===== config.mk =====
export PLATFORM = sky130hd
export DESIGN_NAME = time_keeper
export DESIGN_NICKNAME = d
export VERILOG_FILES = /design/src/rtl/time_keeper.sv
export SDC_FILE = /design/constraint.sdc
export NUM_CORES = 1
export LEC_CHECK = 0
export ABC_CLOCK_PERIOD_IN_PS = 5540
export CORE_MARGIN = 5
export CORE_UTILIZATION = 45
export DETAILED_ROUTE_END_ITERATION = 10
export PLACE_DENSITY = 0.6
export SETUP_SLACK_MARGIN = 0.1
export SYNTH_ARGS = -nofsm -noshare
export SYNTH_HDL_FRONTEND = slang
export SYNTH_SLANG_ARGS = --single-unit

===== constraint.sdc =====
create_clock -name clk -period 5.54 [get_ports clk]
set_input_delay 0.831 -clock clk [delete_from_list [all_inputs] [get_ports clk]]
set_output_delay 0.831 -clock clk [all_outputs]
set_load 0.01 [all_outputs]

===== src/rtl/time_keeper.sv =====
// Time-of-day and alarm core: prescaled h/m/s counter, set modes, alarm compare and ring control.
// disp_time is the registered seconds-of-day (time, or alarm while in SET_ALARM).
`timescale 1ns/1ps
module time_keeper #(
    parameter int CLK_FREQ  = 100_000_000,
    parameter int RING_SECS = 60
) (
    input  logic        clk,
    input  logic        reset,
    input  logic        btn_mode,
    input  logic        btn_hr,
    input  logic        btn_min,
    input  logic        btn_stop,
    output logic [16:0] disp_time,
    output logic [1:0]  mode,
    output logic        ringing
);

    localparam int PW = (CLK_FREQ > 1) ? $clog2(CLK_FREQ) : 1;
    localparam int RW = (RING_SECS > 1) ? $clog2(RING_SECS) : 1;
    localparam logic [PW-1:0] PRESC_MAX = PW'(CLK_FREQ - 1);
    localparam logic [RW-1:0] RING_LAST = RW'(RING_SECS - 1);

    typedef enum logic [1:0] {
        M_RUN       = 2'd0,
        M_SET_TIME  = 2'd1,
        M_SET_ALARM = 2'd2
    } mode_t;

    typedef enum logic {
        R_IDLE = 1'b0,
        R_RING = 1'b1
    } ring_t;

    function automatic logic [4:0] inc_24(input logic [4:0] v);
        return (v == 5'd23) ? 5'd0 : v + 5'd1;
    endfunction

    function automatic logic [5:0] inc_60(input logic [5:0] v);
        return (v == 6'd59) ? 6'd0 : v + 6'd1;
    endfunction

    function automatic logic [16:0] to_secs(input logic [4:0] h, input logic [5:0] m,
                                            input logic [5:0] s);
        return ({12'd0, h} * 17'd3600) + ({11'd0, m} * 17'd60) + {11'd0, s};
    endfunction

    mode_t           r_mode, w_mode_nxt;
    ring_t           r_ring, w_ring_nxt;
    logic [PW-1:0]   r_presc, w_presc_nxt;
    logic [RW-1:0]   r_ring_cnt, w_ring_cnt_nxt;
    logic [4:0]      r_h, r_ah, w_h_nxt, w_ah_nxt, w_h_inc;
    logic [5:0]      r_m, r_s, r_am, w_m_nxt, w_s_nxt, w_am_nxt, w_m_inc, w_s_inc;
    logic [16:0]     r_disp;
    logic            w_tick;
    logic            w_match;

    // Prescaler never runs in SET_TIME, so no tick can arrive there.
    assign w_tick = (r_mode != M_SET_TIME) && (r_presc == PRESC_MAX);

    always_comb begin
        w_s_inc = r_s;
        w_m_inc = r_m;
        w_h_inc = r_h;
        if (w_tick) begin
            w_s_inc = inc_60(r_s);
            if (r_s == 6'd59) begin
                w_m_inc = inc_60(r_m);
                if (r_m == 6'd59) begin
                    w_h_inc = inc_24(r_h);
                end
            end
        end
    end

    // Match is judged on the post-tick time: the counter has just rolled into the alarm minute.
    assign w_match = w_tick && (r_mode == M_RUN) && (w_h_inc == r_ah) &&
                     (w_m_inc == r_am) && (w_s_inc == 6'd0);

    always_comb begin
        w_mode_nxt  = r_mode;
        w_h_nxt     = w_h_inc;
        w_m_nxt     = w_m_inc;
        w_s_nxt     = w_s_inc;
        w_ah_nxt    = r_ah;
        w_am_nxt    = r_am;
        w_presc_nxt = (r_presc == PRESC_MAX) ? '0 : r_presc + PW'(1);
        case (r_mode)
            M_RUN: begin
                if (btn_mode) begin
                    w_mode_nxt = M_SET_TIME;
                    w_s_nxt    = '0;
                end
            end
            M_SET_TIME: begin
                if (btn_mode) begin
                    w_mode_nxt = M_SET_ALARM;
                end else if (btn_hr) begin
                    w_h_nxt = inc_24(r_h);
                end else if (btn_min) begin
                    w_m_nxt = inc_60(r_m);
                end
            end
            M_SET_ALARM: begin
                if (btn_mode) begin
                    w_mode_nxt = M_RUN;
                end else if (btn_hr) begin
                    w_ah_nxt = inc_24(r_ah);
                end else if (btn_min) begin
                    w_am_nxt = inc_60(r_am);
                end
            end
            default: w_mode_nxt = M_RUN;
        endcase
        // Holding at 0 on the leaving edge too makes the first tick land CLK_FREQ cycles later.
        if ((r_mode == M_SET_TIME) || (w_mode_nxt == M_SET_TIME)) begin
            w_presc_nxt = '0;
        end
    end

    always_comb begin
        w_ring_nxt     = r_ring;
        w_ring_cnt_nxt = r_ring_cnt;
        case (r_ring)
            R_IDLE: begin
                if (w_match) begin
                    w_ring_nxt     = R_RING;
                    w_ring_cnt_nxt = '0;
                end
            end
            R_RING: begin
                if (btn_stop || btn_mode) begin
                    w_ring_nxt = R_IDLE;
                end else if (w_tick) begin
                    if (r_ring_cnt == RING_LAST) begin
                        w_ring_nxt = R_IDLE;
                    end else begin
                        w_ring_cnt_nxt = r_ring_cnt + RW'(1);
                    end
                end
            end
            default: w_ring_nxt = R_IDLE;
        endcase
    end

    always_ff @(posedge clk or negedge reset) begin
        if (!reset) begin
            r_mode     <= M_RUN;
            r_ring     <= R_IDLE;
            r_ring_cnt <= '0;
            r_presc    <= '0;
            r_h        <= 5'd0;
            r_m        <= 6'd0;
            r_s        <= 6'd0;
            r_ah       <= 5'd7;
            r_am       <= 6'd0;
        end else begin
            r_mode     <= w_mode_nxt;
            r_ring     <= w_ring_nxt;
            r_ring_cnt <= w_ring_cnt_nxt;
            r_presc    <= w_presc_nxt;
            r_h        <= w_h_nxt;
            r_m        <= w_m_nxt;
            r_s        <= w_s_nxt;
            r_ah       <= w_ah_nxt;
            r_am       <= w_am_nxt;
        end
    end

    // Display stage: one cycle behind the time/alarm registers.
    always_ff @(posedge clk or negedge reset) begin
        if (!reset) begin
            r_disp <= '0;
        end else if (r_mode == M_SET_ALARM) begin
            r_disp <= to_secs(r_ah, r_am, 6'd0);
        end else begin
            r_disp <= to_secs(r_h, r_m, r_s);
        end
    end

    assign disp_time = r_disp;
    assign mode      = r_mode;
    assign ringing   = (r_ring == R_RING);

endmodule


# Word-level counts from Yosys, hierarchy flattened
# Index checks and enable logic that the tools add are counted.
# Widths: inputs -> output; s select.
# totals
reg_bits,81
in_bits,6
out_inout_bits,20
elab_cells,93
# classes
addsub,10
multipliers,4
eq_ne,17
mux,37
bitwise_logic,3
n_reduce_logical,12
# op_table
cell,n
$mux 6,16
$mux 27,2
$mux 5,8
$add 17x12->17,2
$add 27x1->27 const B,1
$eq 27x27->1 const B,1
$mul 5x8->13 const B,2
$add 6x1->6 const B,4
$eq 6x6->1 const B,4
$mul 6x4->10 const B,2
$add 17x6->17,1
$mux 17,1
$pmux 6 s2,1
$add 5x1->5 const B,2
$eq 5x5->1 const B,2
$reduce_and 4->1,2
$eq 6x6->1,1
$logic_not 6->1,1
$mux 2,3
$ne 2x2->1 const B,3
$pmux 2 s3,1
$eq 5x5->1,1
$logic_and 1x1->1,5
$eq 2x1->1 const B,2
8 further kinds,15

# Longest topological paths before layout
# Gate-level depths: netlist of run 1.
# depth
ltp_word,11
depth_mapped,21
ltp_nobuf,21

# Least setup slack after synthesis of run 1
# No wires, ideal clock.
# synth_path
kind,flip-flop to flip-flop
from,register r_m[3]
to,register r_disp[14] (netlist: disp_time[14])
setup_time_ps,118
arrival_ps,4268
required_ps,5422
path_slack_ps,1154
path_stages_with_launch,19
path_buffers,0
synth_period_minus_slack_ps,4386
cell_sequence,dfrtp_1 -> inv_1 -> fa_1 -> fa_1 -> inv_1 -> ha_1 -> a21oi_1 -> o21bai_1 -> a21oi_1 -> o21bai_1 -> a21oi_1 -> xnor2_1 -> ha_1 -> ha_1 -> and3_1 -> a211oi_1 -> nor2_1 -> xnor2_1 -> a21o_1
# synth_via
elab_chain_cells,4
# synth_rtl
item,line,text
from (decl),53,"logic [5:0] r_m, r_s, r_am, w_m_nxt, w_s_nxt, w_am_nxt, w_m_inc, w_s_inc;"
from (signal assigned),163,r_m <= w_m_nxt;
$mul 6x4->10,45,"return ({12'd0, h} * 17'd3600) + ({11'd0, m} * 17'd60) + {11'd0, s};"
$add 17x12->17,45,
$add 17x6->17,45,
$mux 17,174,end else if (r_mode == M_SET_ALARM) begin
to (signal assigned),175,"r_disp <= to_secs(r_ah, r_am, 6'd0);"
to (signal assigned),177,"r_disp <= to_secs(r_h, r_m, r_s);"
to (decl),54,logic [16:0] r_disp;
# Every way passes these cells.
# A chain may end at the register's enable or synchronous reset.

# Worst setup path in the final report of run 1
# layout_path
from,register r_m[0]
to,register r_disp[14] (netlist: disp_time[14])
# Same word-level chain as after synthesis.

==> impl_metrics.yaml, run 1 <==
status:
  status: "complete, no violations"
sta:
  fmax_mhz: 206
  finalCritPeriodShare: 0.876
  finalClockSkew_ps: 7.75
  grt_setup_unrepaired: "no"
  max_slew.worst_pin.slew_ps: 908
  finalMaxSlewViolations: 0
  crit_path_time_final_ps: 4850
  hold_violation_count_in_the_final_report: 0
  maxSlewHeadroom: 0.395
  finalSetupViolations: 0
  fin_setup_tns_ps: 0
drt:
  ant_nets: 0
  detailedRoute.firstIterationViolations: 339
  post_drt_wl_per_cell_um: 16.5
  routed_via_density: 5.43
  vias: 5702
  wirelength_um: 17300
  remaining_drcs: 0
  drt_pass1_iterations: 5
synthesis:
  ys_seq_elements: 81
  synth.top_cells.by_count: "sky130_fd_sc_hd__ha_1, sky130_fd_sc_hd__inv_1, sky130_fd_sc_hd__dfrtp_1, sky130_fd_sc_hd__nor2_1, sky130_fd_sc_hd__a21oi_1"
  xor_xnor_portion_of_the_synthesized_cell_area: 0.0891
  synth-simple-area-share: 0.173
  adder_cell_share_of_the_synthesized_area: 0.251
  synth_area_um2: 7370
  synth_top_cell_by_area: "sky130_fd_sc_hd__dfrtp_1"
  syn_area_per_cell_um2: 9.18
  edff_count_synth: 0
  synth-async-reset-ratio: 1.00
  synthesis.nets: 940
  portion_of_the_post_synthesis_area_used_by_sequential_elements: 0.275
  synth_ff_type: "sky130_fd_sc_hd__dfrtp_1"
  synth-warning-count: 0
  synth_area_leaders: "sky130_fd_sc_hd__dfrtp_1, sky130_fd_sc_hd__ha_1, sky130_fd_sc_hd__fa_1"
  post_synth_mux_area_share: 0.0173
  synth.top_cell.area_share: 0.265
  synth_most_common_cell: "sky130_fd_sc_hd__ha_1"
  synth-compound-area-share: 0.142
  synth_cell_type_count: 69
  post_synthesis_cells: 803
  synth_top_family_by_area: "adder cells"
clocking:
  cts_resizes: 0
  clk_root_buffer_cell: "sky130_fd_sc_hd__clkbuf_16"
  clock_insertion_delay_worst_skew_ps: 350
  clk_pin_slew_worst_paths_ps: 70
  cts.sink_count: 81
  tritoncts.num_buffers: 9
  clock_tree.htree_level_count: 3
  clock_path_buffers: 2
  postcts_setup_bufs: 0
  cts_tree: "built"
  post_cts_hold_buffer_count: 0
global_route:
  grt_start_max_net_pins: 68
  antenna_found_initial: 0
  grt_pass1_wl_um: 28800
  via_count_of_the_first_global_routing_pass: 5528
  grt-ovfl-total: 0
  track_usage: 0.193
run:
  max_cap_viol_count: 0
floorplan:
  floorplan.initialDensity: 0.461
  design.core.area_um2: 16000
  die_area_um2: 19000
  die_height_um: 138
  die-width_um: 138
  floorplan.io_pins: 26
  placementRows: 46
finish:
  design.final.nets: 967
  synthToLayoutAreaGrowth_pct: 11.1
  final_core_util: 0.512
  filler_cell_count: 1550
  antenna_cells: 0
  final_layout_size_suffix_gt1_frac: 0.0599
placed_design:
  gp_routability_congestion: 0.881
  port-buffer-count: 25
  place.detailed.hpwl_um: 13600
setup_path:
  cp_data_arrival_time_ps: 5090
  crit_path_cell_trace: "ha_1 > inv_1 > fa_1 > inv_1 > ha_1 > a21o_1 > a21oi_1 > o21bai_1 > a21oi_1 > o21bai_1 > a21oi_1 > xnor2_1 > ha_1 > ha_1 > and3_1 > a211oi_1 > nor2_1 > xnor2_1 > a21o_1"
  worstSetupPathType: "flip-flop to flip-flop"
  crit_top_cell: "sky130_fd_sc_hd__ha_1"
  cp.required_ps: 5780
  cpMaxStageDelayCell: "sky130_fd_sc_hd__dfrtp_1"
  timing.critical_path.to_type: "flip-flop"
  regToRegEndpoint: "disp_time[14]"
  worst_r2r_startpoint: "r_m[0]"
  critPathMaxStageDelay_ps: 540
  worstRegToRegCells: 19
  cp_max_fo: 10
  critPathLaunchType: "flip-flop"
  r2r_setup_slack_ps: 690
hold_path:
  hp-class: "input pin to async pin"
per-stage QoR:
stage | setup WS [ps] | instance area, um2 | cells | hold WS (ps)
after floorplan | 1150 | 7370 | 803 | 455
after global routing | 252 | 8190 | 1051 | 327
after global placement | 848 | 7860 | 1035 | 486
final | 687 | 8190 | 1051 | 322
after detailed placement | 781 | 7860 | 1035 | 488
after CTS | 720 | 8190 | 1051 | 317
worst max-delay path: cells and delay by family, from the launching register on:
kind	cells	cell delay (ps)
AOI/OAI and AO/OA	8	1480
buffers and inverters	2	280
and+or+nand+nor	2	290
DFF	1	540
xor gates and xnor gates	2	290
adders and majority gates	5	1860
final cells by class:
| type | instances | area [um2] | share of cell area |
|---|---|---|---|
| Clock inverter | 5 | 87.6 | 0.0107 |
| Sequential cell | 81 | 2030 | 0.248 |
| Timing Repair Buffer | 28 | 270 | 0.0330 |
| Tap cell | 216 | 270 | 0.0330 |
| Inverter | 86 | 337 | 0.0411 |
| Multi-Input combinational cell | 624 | 4950 | 0.605 |
| Clock buffer | 11 | 243 | 0.0296 |
sequential cells by signal, indices dropped and copies added (netlist names), 5 cells and up:
| name | cells |
|---|---|
| disp_time | 17 |
| r_ah | 5 |
| r_am | 6 |
| r_h | 5 |
| r_m | 6 |
| r_presc | 27 |
| r_ring_cnt | 6 |
| r_s | 6 |
cells by family (layout without fill, tap and decap cells):
logic type               count (synthesis)  in the layout
AO/OA/AOI/OAI                          168            168
XOR/XNOR                                75             75
adder cells (fa/ha/maj)                131            131
buffers and inverters                   98            130
flip-flops                              81             81
multiplexers                            12             12
AND/OR/NAND/NOR                        238            238
layer usage:
layer | global-route usage | routed length [um]
met1 | 0.277 | 8470
met2 | 0.303 | 7920
met3 | 0.0319 | 650
met4 | 0.0521 | 279
met5 | 0 | 0
layout by cell type (no fill, tap or decap), types with 14 or more instances in the layout:
cell                              count
sky130_fd_sc_hd__a21o_1              17
sky130_fd_sc_hd__a21oi_1             53
sky130_fd_sc_hd__and3_1              14
sky130_fd_sc_hd__clkdlybuf4s50_1     24
sky130_fd_sc_hd__dfrtp_1             78
sky130_fd_sc_hd__fa_1                28
sky130_fd_sc_hd__ha_1               103
sky130_fd_sc_hd__inv_1               85
sky130_fd_sc_hd__nand2_1             49
sky130_fd_sc_hd__nand3_1             35
sky130_fd_sc_hd__nand4_1             14
sky130_fd_sc_hd__nor2_1              61
sky130_fd_sc_hd__o21ai_0             39
sky130_fd_sc_hd__o21bai_1            16
sky130_fd_sc_hd__xnor2_1             47
sky130_fd_sc_hd__xor2_1              28
worst max path at each step:
| stage | start | end | slack [ps] | cells past startpoint |
|---|---|---|---|---|
| after global routing | r_m[0] | disp_time[14] | 250 | 19 |
| after floorplan | r_m[3] | disp_time[14] | 1150 | 18 |
| after CTS | r_m[0] | disp_time[14] | 720 | 19 |
| final | r_m[0] | disp_time[14] | 690 | 19 |
| after detailed placement | r_m[0] | disp_time[14] | 780 | 19 |
| after global placement | r_m[0] | disp_time[14] | 850 | 19 |
Power of run 1 is left out: the tool's default activity adds up to more than one toggle a clock period on the data nets, which glitch-free logic cannot reach.
==> run 2: changes to the inputs <==
Settings changed: ABC_CLOCK_PERIOD_IN_PS 5540 to 5200, SLEW_MARGIN set to 20.
Clock period 5.54 ns to 5.2 ns, I/O delays scaled along.
==> impl_metrics.yaml, run 2 (synthesis results as in run 1) <==
finish:
  layout.cells.most_common: "sky130_fd_sc_hd__ha_1"
  final_layout_size_suffix_gt1_frac: 0.0702
  antenna_cells: 0
  registers.top_by_ff_count: "r_presc"
  largest_register_ffs: 27
  synthToLayoutAreaGrowth_pct: 11.7
  filler_cell_count: 1522
  design.final.nets: 972
  mostFrequentLayoutCells: "sky130_fd_sc_hd__ha_1, sky130_fd_sc_hd__inv_1, sky130_fd_sc_hd__dfrtp_1"
drt:
  drt_pass1_iterations: 4
  post_drt_wl_per_cell_um: 16.5
  vias: 5775
  remaining_drcs: 0
  detailedRoute.firstIterationViolations: 304
  wirelength_um: 17400
  ant_nets: 0
  routed_via_density: 5.47
clocking:
  tritoncts.num_buffers: 9
  post_cts_hold_buffer_count: 0
  clock_insertion_delay_worst_skew_ps: 350
  cts_tree: "built"
  clock_path_buffers: 2
  postcts_setup_bufs: 0
  clock_tree.htree_level_count: 3
  cts.sink_count: 81
  clk_pin_slew_worst_paths_ps: 60
  clk_root_buffer_cell: "sky130_fd_sc_hd__clkbuf_16"
sta:
  timing.hold.ws_ps: 268
  crit_path_time_final_ps: 4710
  finalMaxSlewViolations: 0
  hold_violation_count_in_the_final_report: 0
  maxSlewHeadroom: 0.396
  fmax_mhz: 213
  max_slew.worst_pin.slew_ps: 906
  finalClockSkew_ps: 13.3
  grt_setup_unrepaired: "no"
  finalCritPeriodShare: 0.905
  finalSetupViolations: 0
  fin_setup_tns_ps: 0
setup_path:
  cpMaxStageDelayCell: "sky130_fd_sc_hd__fa_1"
  cp_data_arrival_time_ps: 4940
  crit_path_cell_trace: "fa_1 > inv_1 > fa_1 > inv_1 > ha_1 > a21o_1 > a21oi_1 > o21bai_1 > a21oi_1 > o21bai_1 > a21oi_1 > xnor2_1 > ha_1 > ha_1 > and3_1 > a211oi_1 > nor2_1 > xnor2_1 > a21o_1"
  critPathLaunchType: "flip-flop"
  crit_buf_inv: 2
  timing.critical_path.to_type: "flip-flop"
  worstSetupPathType: "flip-flop to flip-flop"
  critical-path-top-delay-family: "adder cells"
  cp.required_ps: 5430
  cp_max_fo: 10
  critPathMaxStageDelay_ps: 580
floorplan:
  placementRows: 46
  floorplan.initialDensity: 0.461
  die-width_um: 138
  design.core.area_um2: 16000
  floorplan.io_pins: 26
  die_area_um2: 19000
  die_height_um: 138
global_route:
  track_usage: 0.194
  grt_pass1_wl_um: 29000
  grt-ovfl-total: 0
  antenna_found_initial: 0
  grt_start_max_net_pins: 68
  via_count_of_the_first_global_routing_pass: 5641
placed_design:
  gp_routability_congestion: 0.867
  port-buffer-count: 25
  place.detailed.hpwl_um: 13800
status:
  status: "complete, no violations"
run:
  max_cap_viol_count: 0
hold_path:
  hp-class: "input pin to async pin"
## run 2: cell types whose count changed in the layout (fill, tap and decap cells not counted), sizes merged
cell / delta
clkinv: +1
clkbuf: -1
buf: +5
## run 2: path summary, 6_finish.rpt
path | start | endpoint | slack [ps] | depth (start not counted)
worst max-delay path | r_m[0] | disp_time[14] | 490 | 19
worst min-delay path | reset | r_ah[4] | 270 | 1
worst max register to register | r_m[0] | disp_time[14] | 490 | 19
max in group asynchronous | reset | r_m[0] | 3770 | 2
worst min register to register | r_presc[0] | r_presc[0] | 490 | 1
min in group clk | r_presc[0] | r_presc[0] | 490 | 1
## run 2: layout make-up
cell class | instances | area (um2) | area share
clock buffers | 10 | 239 | 0.0290
flip-flops and latches | 81 | 2030 | 0.247
well taps | 216 | 270 | 0.0328
clock inverters | 6 | 90.1 | 0.0109
inverters | 86 | 337 | 0.0409
repair buffers | 33 | 308 | 0.0374
multi-input cells | 624 | 4960 | 0.602
## run 2: what timing repair did
action | CTS | global route
endpoints found under the hold margin | 0 | 0
endpoints found under the setup margin | 0 | 2
resized for setup | 0 | 3
## run 2: layer usage
layer / vias up / global-route usage / wire length, um
li1: 2865 / - / -
met1: 2782 / 0.271 / 8490
met2: 111 / 0.307 / 7900
met3: 17 / 0.0377 / 690
met4: 0 / 0.0576 / 318
met5: - / 0 / 0
## run 2: through the flow
stage | instances | utilization | instance area, um2 | setup slack (ps)
after floorplan | 803 | - | 7370 | 814
after global placement | 1040 | 0.494 | 7900 | 566
after detailed placement | 1040 | 0.494 | 7900 | 450
after CTS | 1056 | 0.514 | 8230 | 417
after global routing | 1056 | 0.515 | 8240 | 100
final | 1056 | 0.515 | 8240 | 494
Power of run 2 is left out for the same reason.
